$ cat config.mk
export PLATFORM = sky130hd
export DESIGN_NAME = module_period_meter
export DESIGN_NICKNAME = d
export VERILOG_FILES = /design/src/rtl/module_period_meter_pkg.sv /design/src/rtl/module_sync_edge.sv /design/src/rtl/module_period_meter.sv
export SDC_FILE = /design/constraint.sdc
export NUM_CORES = 1
export LEC_CHECK = 0
export CAP_MARGIN = 25
export CORE_MARGIN = 2
export CORE_UTILIZATION = 54
export CTS_CLUSTER_DIAMETER = 80
export DETAILED_ROUTE_END_ITERATION = 16
export GPL_ROUTABILITY_DRIVEN = 0
export PLACE_DENSITY = 0.78
export SETUP_SLACK_MARGIN = 0.1
export SYNTH_ARGS = -nofsm -noshare
export SYNTH_HDL_FRONTEND = slang
export SYNTH_SLANG_ARGS = --single-unit
$ cat constraint.sdc
create_clock -name clk -period 2 [get_ports clk]
set_input_delay 0.4 -clock clk [delete_from_list [all_inputs] [get_ports clk]]
set_output_delay 0.4 -clock clk [all_outputs]
set_load 0.02 [all_outputs]
$ cat src/rtl/module_period_meter_pkg.sv
// Shared types and defaults for the period meter.
package module_period_meter_pkg;

   // Measurement FSM states.
   typedef enum logic [1:0] {
      S_WAIT_LOW,
      S_WAIT_EDGE,
      S_MEASURE,
      S_TIMEOUT
   } state_t;

   // Default timeout limit / largest reportable period, in clk cycles.
   localparam int DEFAULT_MAX_COUNT = 4000000;

endpackage

$ cat src/rtl/module_sync_edge.sv
// Multi-stage synchronizer for an asynchronous input, followed by an edge
// detector working on the synchronized level. SYNC_STAGES must be >= 2.
module module_sync_edge #(
   parameter int SYNC_STAGES = 2
) (
   input  logic clk,
   input  logic rst,
   input  logic async_in,
   output logic level_out,
   output logic rise_out,
   output logic fall_out
);

   logic [SYNC_STAGES-1:0] sync_q;
   logic                   prev_q;

   // Shift the input through the synchronizer and keep one delayed copy.
   always_ff @(posedge clk) begin
      if (rst) begin
         sync_q <= '0;
         prev_q <= 1'b0;
      end else begin
         sync_q <= {sync_q[SYNC_STAGES-2:0], async_in};
         prev_q <= sync_q[SYNC_STAGES-1];
      end
   end

   assign level_out = sync_q[SYNC_STAGES-1];
   assign rise_out  = level_out & ~prev_q;
   assign fall_out  = ~level_out & prev_q;

endmodule

$ cat src/rtl/module_period_meter.sv
// Period / high-time meter for a slow periodic input. Reports both in clk
// cycles with a one-cycle valid strobe per completed period, and raises a
// timeout level when no rising edge arrives within MAX_COUNT cycles.
//
// Handshake: valid_out is a pure one-cycle strobe with no ready; period_out
// and high_out change only in the cycle valid_out is high and hold otherwise.
module module_period_meter
   import module_period_meter_pkg::*;
#(
   parameter int MAX_COUNT   = DEFAULT_MAX_COUNT,
   parameter int SYNC_STAGES = 2,
   parameter int WIDTH       = $clog2(MAX_COUNT + 1)
) (
   input  logic             clk,
   input  logic             rst,
   input  logic             sig_in,
   output logic [WIDTH-1:0] period_out,
   output logic [WIDTH-1:0] high_out,
   output logic             valid_out,
   output logic             timeout_out
);

   localparam logic [WIDTH-1:0] MAX_VAL = WIDTH'(MAX_COUNT);
   localparam logic [WIDTH-1:0] ONE     = WIDTH'(1);
   localparam int               SW      = $clog2(SYNC_STAGES + 1);
   localparam logic [SW-1:0]    SETTLED = SW'(SYNC_STAGES);

   logic s_sync, rise, fall;

   state_t           state_q, state_d;
   logic [WIDTH-1:0] counter_q, counter_d;
   logic [WIDTH-1:0] high_cnt_q, high_cnt_d;
   logic [SW-1:0]    settle_q, settle_d;
   logic [WIDTH-1:0] period_d, high_d;
   logic             valid_d, timeout_d;

   module_sync_edge #(.SYNC_STAGES(SYNC_STAGES)) u_sync_edge (
      .clk       (clk),
      .rst       (rst),
      .async_in  (sig_in),
      .level_out (s_sync),
      .rise_out  (rise),
      .fall_out  (fall)
   );

   // State, counters and output registers.
   always_ff @(posedge clk) begin
      if (rst) begin
         state_q     <= S_WAIT_LOW;
         counter_q   <= '0;
         high_cnt_q  <= '0;
         settle_q    <= '0;
         period_out  <= '0;
         high_out    <= '0;
         valid_out   <= 1'b0;
         timeout_out <= 1'b0;
      end else begin
         state_q     <= state_d;
         counter_q   <= counter_d;
         high_cnt_q  <= high_cnt_d;
         settle_q    <= settle_d;
         period_out  <= period_d;
         high_out    <= high_d;
         valid_out   <= valid_d;
         timeout_out <= timeout_d;
      end
   end

   // Next-state and next-output logic for the measurement FSM.
   always_comb begin
      state_d    = state_q;
      counter_d  = counter_q;
      high_cnt_d = high_cnt_q;
      settle_d   = settle_q;
      period_d   = period_out;
      high_d     = high_out;
      valid_d    = 1'b0;
      timeout_d  = timeout_out;
      case (state_q)
         S_WAIT_LOW: begin
            // The synchronizer is cleared by reset, so its output reads low
            // until real samples reach it; wait for it to fill before
            // trusting a low level, otherwise a high input at reset
            // release would look like a fresh rising edge.
            counter_d = '0;
            if (settle_q != SETTLED) settle_d = settle_q + SW'(1);
            else if (!s_sync)        state_d  = S_WAIT_EDGE;
         end
         S_WAIT_EDGE: begin
            if (rise) begin
               counter_d  = ONE;
               high_cnt_d = '0;
               state_d    = S_MEASURE;
            end
         end
         S_MEASURE: begin
            counter_d = counter_q + ONE;
            if (fall) high_cnt_d = counter_q;
            if (rise) begin
               period_d   = counter_q;
               high_d     = high_cnt_q;
               valid_d    = 1'b1;
               counter_d  = ONE;
               high_cnt_d = '0;
            end else if (counter_q == MAX_VAL) begin
               timeout_d = 1'b1;
               counter_d = '0;
               state_d   = S_TIMEOUT;
            end
         end
         S_TIMEOUT: begin
            counter_d = '0;
            if (rise) begin
               timeout_d  = 1'b0;
               counter_d  = ONE;
               high_cnt_d = '0;
               state_d    = S_MEASURE;
            end
         end
         default: state_d = S_WAIT_LOW;
      endcase
   end

endmodule

======== Word level (Yosys, flattened, before mapping) ========
Cells that the tools add are included.
cells by class
  add/subtract/negate cells ............... 2
  equality and inequality tests ........... 13
  multiplexer cells ....................... 20
  bitwise logic cells ..................... 5
  reductions and logical operators ........ 10
operators with widths
  cell                                                                      number
  22-bit two-way mux                                                        6
  22-bit case mux with 4 select lines                                       1
  22-bit case mux with 2 select lines                                       1
  22-bit by 1-bit adder with 22-bit output (second input constant)          1
  22-bit equality test (second input constant)                              1
  2-bit inequality test (second input constant)                             7
  2-bit two-way mux                                                         5
  2-bit case mux with 3 select lines                                        1
  1-bit two-way mux                                                         5
  5-bit AND reduction                                                       1
  2-bit equality test (second input constant)                               2
  2-bit AND reduction                                                       2
  4-bit AND reduction                                                       1
  2-bit nonzero test                                                        2
  2-bit OR reduction                                                        2
  3-bit inequality test (second input constant)                             1
  1-bit NOT                                                                 3
  3-bit AND reduction                                                       1
  2-bit by 1-bit adder with 2-bit output (second input constant)            1
  1-bit AND                                                                 2
  2-bit by 1-bit equality test with 1-bit output (second input constant)    1
  2-bit logical NOT                                                         1
  2-bit by 1-bit inequality test with 1-bit output (second input constant)  1
  1-bit case mux with 2 select lines                                        1
word-level totals
  register bits ........................... 97
  output and inout bits ................... 46

======== Longest topological paths before layout ========
  word-level depth ........................ 5
  mapped depth ............................ 9
  gate-level depth less buffers ........... 7

======== Hierarchy ========
Synthesis repeated with hierarchy kept, for this count alone.
second synthesis, totals
  cell total of the unflattened synthesis .. 409
  area total of the unflattened synthesis .. 3797.4 sq um
modules (own cells, without submodules)
  module               times used  cells an instance  area an instance (sq um)
  module_period_meter  1           401                3706.1
  module_sync_edge     1           8                  91.3

======== Worst setup path after synthesis ========
No wires, ideal clock.
  path kind ............................... reg2reg
  start ................................... reg counter_q[0]
  end ..................................... reg counter_q[20]
  arrival ................................. 1.803 ns
  slack ................................... 0.135 ns
  stages on the path, launching flop included .. 7
  buffers on the path ..................... 0
  period minus slack after synthesis ...... 1.865 ns
  path through ............................ dfxtp_1 -> ha_1 -> and4_4 -> nand3_2 -> or3_1 -> or4_1 -> nand3_1
on the way
  cells in the longest elaborated chain, start to end .. 4
RTL lines
  item                                                                              RTL line                                               source
  start: declaration                                                                module_period_meter.sv:31                              logic [WIDTH-1:0] counter_q, counter_d;
  start signal: assignment                                                          module_period_meter.sv:59                              counter_q <= counter_d;
  22-bit by 1-bit adder with 22-bit output or 22-bit equality test (tied branches)  module_period_meter.sv:97, module_period_meter.sv:105
  22-bit two-way mux (*)                                                            module_period_meter.sv:105                             end else if (counter_q == MAX_VAL) begin
  22-bit two-way mux (*)                                                            module_period_meter.sv:99                              if (rise) begin
  22-bit case mux with 4 select lines (*)                                           module_period_meter.sv:79                              case (state_q)
Every way passes the cells marked *; elsewhere a longest branch is shown, timed or not.
A chain may end at the register's enable or synchronous reset.

======== Worst setup path in the final report ========
  start ................................... reg u_sync_edge.prev_q
  end ..................................... reg counter_q[15]
on the way
  cells in the longest elaborated chain, start to end .. 4
RTL lines
  item                                 RTL line                   source
  start: declaration                   module_sync_edge.sv:15     logic prev_q;
  start signal: assignment             module_sync_edge.sv:24     prev_q <= sync_q[SYNC_STAGES-1];
  1-bit NOT (*)                        module_sync_edge.sv:29     assign rise_out = level_out & ~prev_q;
  1-bit AND (*)                        module_sync_edge.sv:29
  via rise                             module_period_meter.sv:28  logic s_sync, rise, fall;
  22-bit two-way mux                   module_period_meter.sv:99
  22-bit case mux with 4 select lines  module_period_meter.sv:79
The timed path passes the listed nets; every way through them passes the cells marked *.

==> impl_metrics.env <==
export IMPL_finalPower_mw=3.70
export IMPL_worstPathMaxFanout=6
export IMPL_insertion_delay_ps=380
export IMPL_dp_hpwl_um=5960
export IMPL_gr_usage_all_layers_pct=24.7
export IMPL_synth_area_top_cells="dfxtp_1 53%, a22o_1 11%, a22oi_1 4.9%"
export IMPL_route_detailed_drc=0
export IMPL_cp_required_ps=2320
export IMPL_ys_top_cells_by_count="97 x dfxtp_1, 46 x a22o_1, 41 x nor2_1, 24 x a22oi_1, 17 x nand3_1"
export IMPL_worst_ep_arrival_time_ps=2310
export IMPL_synth_top_cell_area_share_pct=52.6
export IMPL_post_route_period_util_pct=99.3
export IMPL_ys_ff_latch=97
export IMPL_crit_path_end_kind="flop"
export IMPL_drt_total_wl_um=9290
export IMPL_ir_drop_mv=0.504
export IMPL_wire_per_inst_um=17.0
export IMPL_postPlaceCellArea_um2=4520
export IMPL_rsz0062_at_grt="yes"
export IMPL_finClkSkew_ps=14.1
export IMPL_cp_slowest_cell="or3b_1"
export IMPL_drv_slew=0
export IMPL_yosys_warnings=0
export IMPL_path_class="reg2reg"
export IMPL_crit_path_cell_trace="inv_1 > ha_2 > buf_6 > or3b_4 > nand4_1 > or3b_1 > or3_1 > nand3_1"
export IMPL_max_slew_margin_rel_pct=62.3
export IMPL_coreArea_um2=6720
export IMPL_layout_drive_gt1_share_pct=22.6
export IMPL_async_reset_ff_share_pct=0
export IMPL_finalSetupViolCount=0
export IMPL_diodes=0
export IMPL_pre_cts_ws_ps=-121
export IMPL_leakage_nw=1.88
export IMPL_finalHoldViolCount=0
export IMPL_die_w_um=86.6
export IMPL_htreeDepth=3
export IMPL_synth_most_common_cell="dfxtp_1"
export IMPL_fmax_ghz=0.504
export IMPL_reg2reg_setup_slack_ps=10
export IMPL_viasPerCell=5.94
export IMPL_netlist_instances=374
export IMPL_min_period_ps=1990
export IMPL_cts_root_buf="clkbuf_8"
export IMPL_synthesis_nets=381
export IMPL_fin_tns_setup_ps=0
export IMPL_io_buffers=48
export IMPL_cts_made_buffers=9
export IMPL_ant_nets=0
export IMPL_crit_path_max_incr_delay_ps=460
export IMPL_post_synth_instance_area_um2=3690
export IMPL_avgSynthCellArea_um2=9.86
export IMPL_path_clk_slew_ps=90
export IMPL_yosysUniqueCellTypes=49
export IMPL_ys_flop_type="dfxtp_1"
export IMPL_drv_cap=0
export IMPL_drt_first_pass_iters=5
export IMPL_power_density_nw_per_um2=751
export IMPL_die_y_um=86.6
export IMPL_clkSinkCount=97
export IMPL_die_area_um2=7510
export IMPL_nNetsFinal=467
export IMPL_antenna_found_initial=0
export IMPL_clock_path_buffers=2
export IMPL_row_count=30
export IMPL_status="complete, no violations"
export IMPL_grt_pass1_vias=3034
export IMPL_grt_overflow=0
export IMPL_fin_ws_ps=14.7
export IMPL_cts_tree="done"
export IMPL_synth_edf_count=0
export IMPL_hold_path_class="reg2reg"
export IMPL_final_area_um2=4930
export IMPL_grt_pass1_wl_um=14500
export IMPL_ios=49
export IMPL_vias=3235
export IMPL_yosysTopAreaCell="dfxtp_1"
export IMPL_area_growth_synth_to_final_pct=33.5
export IMPL_initial_core_util_pct=54.9
export IMPL_critPathLaunchType="flop"
export IMPL_drt_initial_drc_count=188
export IMPL_grt_start_max_net_pins=32
export IMPL_seq_area_frac_synth_pct=52.6
export IMPL_tightest_slew_ps=565
[what timing repair did]
item                                    CTS  global route
pin swaps                                 4            12
gates cloned                              0             1
buffers inserted                          3             8
endpoints found under the setup margin   12            16
resized for setup                         9            28
hold buffers                              0             0
[layout by cell type, fill, tap and decap left out, types with 3 or more instances in the layout]
cell	n
a21o_1	4
a21oi_1	6
a22o_1	46
a22oi_1	24
and4_1	3
buf_4	49
buf_6	3
clkbuf_8	10
clkdlybuf4s50_1	48
dfxtp_1	91
dfxtp_2	4
inv_1	10
nand2_1	12
nand3_1	17
nand4_1	5
nor2_1	39
nor2b_1	6
nor3_1	8
or3_1	8
xnor2_1	6
[routing by layer]
layer,part of all wire [%],vias to the layer above,GRT usage (%)
li1,-,1536,-
met1,42,1560,30.4
met2,51,122,41.5
met3,6.1,17,6.67
met4,1.6,0,8.66
met5,0,-,0
[sequential cells by signal, indices dropped and copies added, names as in the netlist, 2 cells and up]
name,flops
u_sync_edge.sync_q,2
period_out,22
high_out,22
high_cnt_q,22
counter_q,22
state_q,2
settle_q,2
[path summary, 6_finish.rpt]
check / from / to / depth (start not counted)
max reg2reg: u_sync_edge.prev_q$_SDFF_PP0_ / counter_q[15]$_SDFFE_PP0P_ / 8
min: u_sync_edge.sync_q[0]$_SDFF_PP0_ / u_sync_edge.sync_q[1]$_SDFF_PP0_ / 1
min reg2reg: u_sync_edge.sync_q[0]$_SDFF_PP0_ / u_sync_edge.sync_q[1]$_SDFF_PP0_ / 1
max: u_sync_edge.prev_q$_SDFF_PP0_ / counter_q[15]$_SDFFE_PP0P_ / 8
[power breakdown]
group	internal, mW	total [mW]	switching, mW
clock network	0.514	1.25	0.731
logic	0.204	0.465	0.260
registers	1.96	1.99	0.0276
total	2.68	3.70	1.02
[cells by family (layout without fill, tap and decap cells)]
logic type / Yosys count / count (layout) / share of synthesized area [%]
flops: 97 / 97 / 52.6
mux: 1 / 1 / 0.305
compound gates: 100 / 100 / 21.2
buf+inv: 41 / 132 / 4.95
xor+xnor: 6 / 6 / 1.42
fa+ha+maj: 4 / 4 / 1.36
simple gates: 125 / 125 / 18.1
[layout make-up]
class	count	area [um^2]
timing repair buffer	104	955
fill	456	1790
sequential	97	1950
clock inverter	6	56.3
multi-input combinational	236	1680
clock buffer	10	138
tap	80	100
inverter	12	47.5
[critical path, delay by kind of cell, from the launching register on]
kind | cells | cell delay (ps)
simple gates | 5 | 1290
flops | 1 | 310
fa+ha+maj | 1 | 180
buf+inv | 2 | 170
[stage by stage]
stage               instances  hold slack (ps)  utilization, %
floorplan                 374              414               -
global placement          516              428            66.9
detailed placement        517              432            67.3
CTS                       536              455            71.0
global route              545              468            73.3
finish                    545              447            73.3
Note: power is estimated with default switching activity, not from simulation.
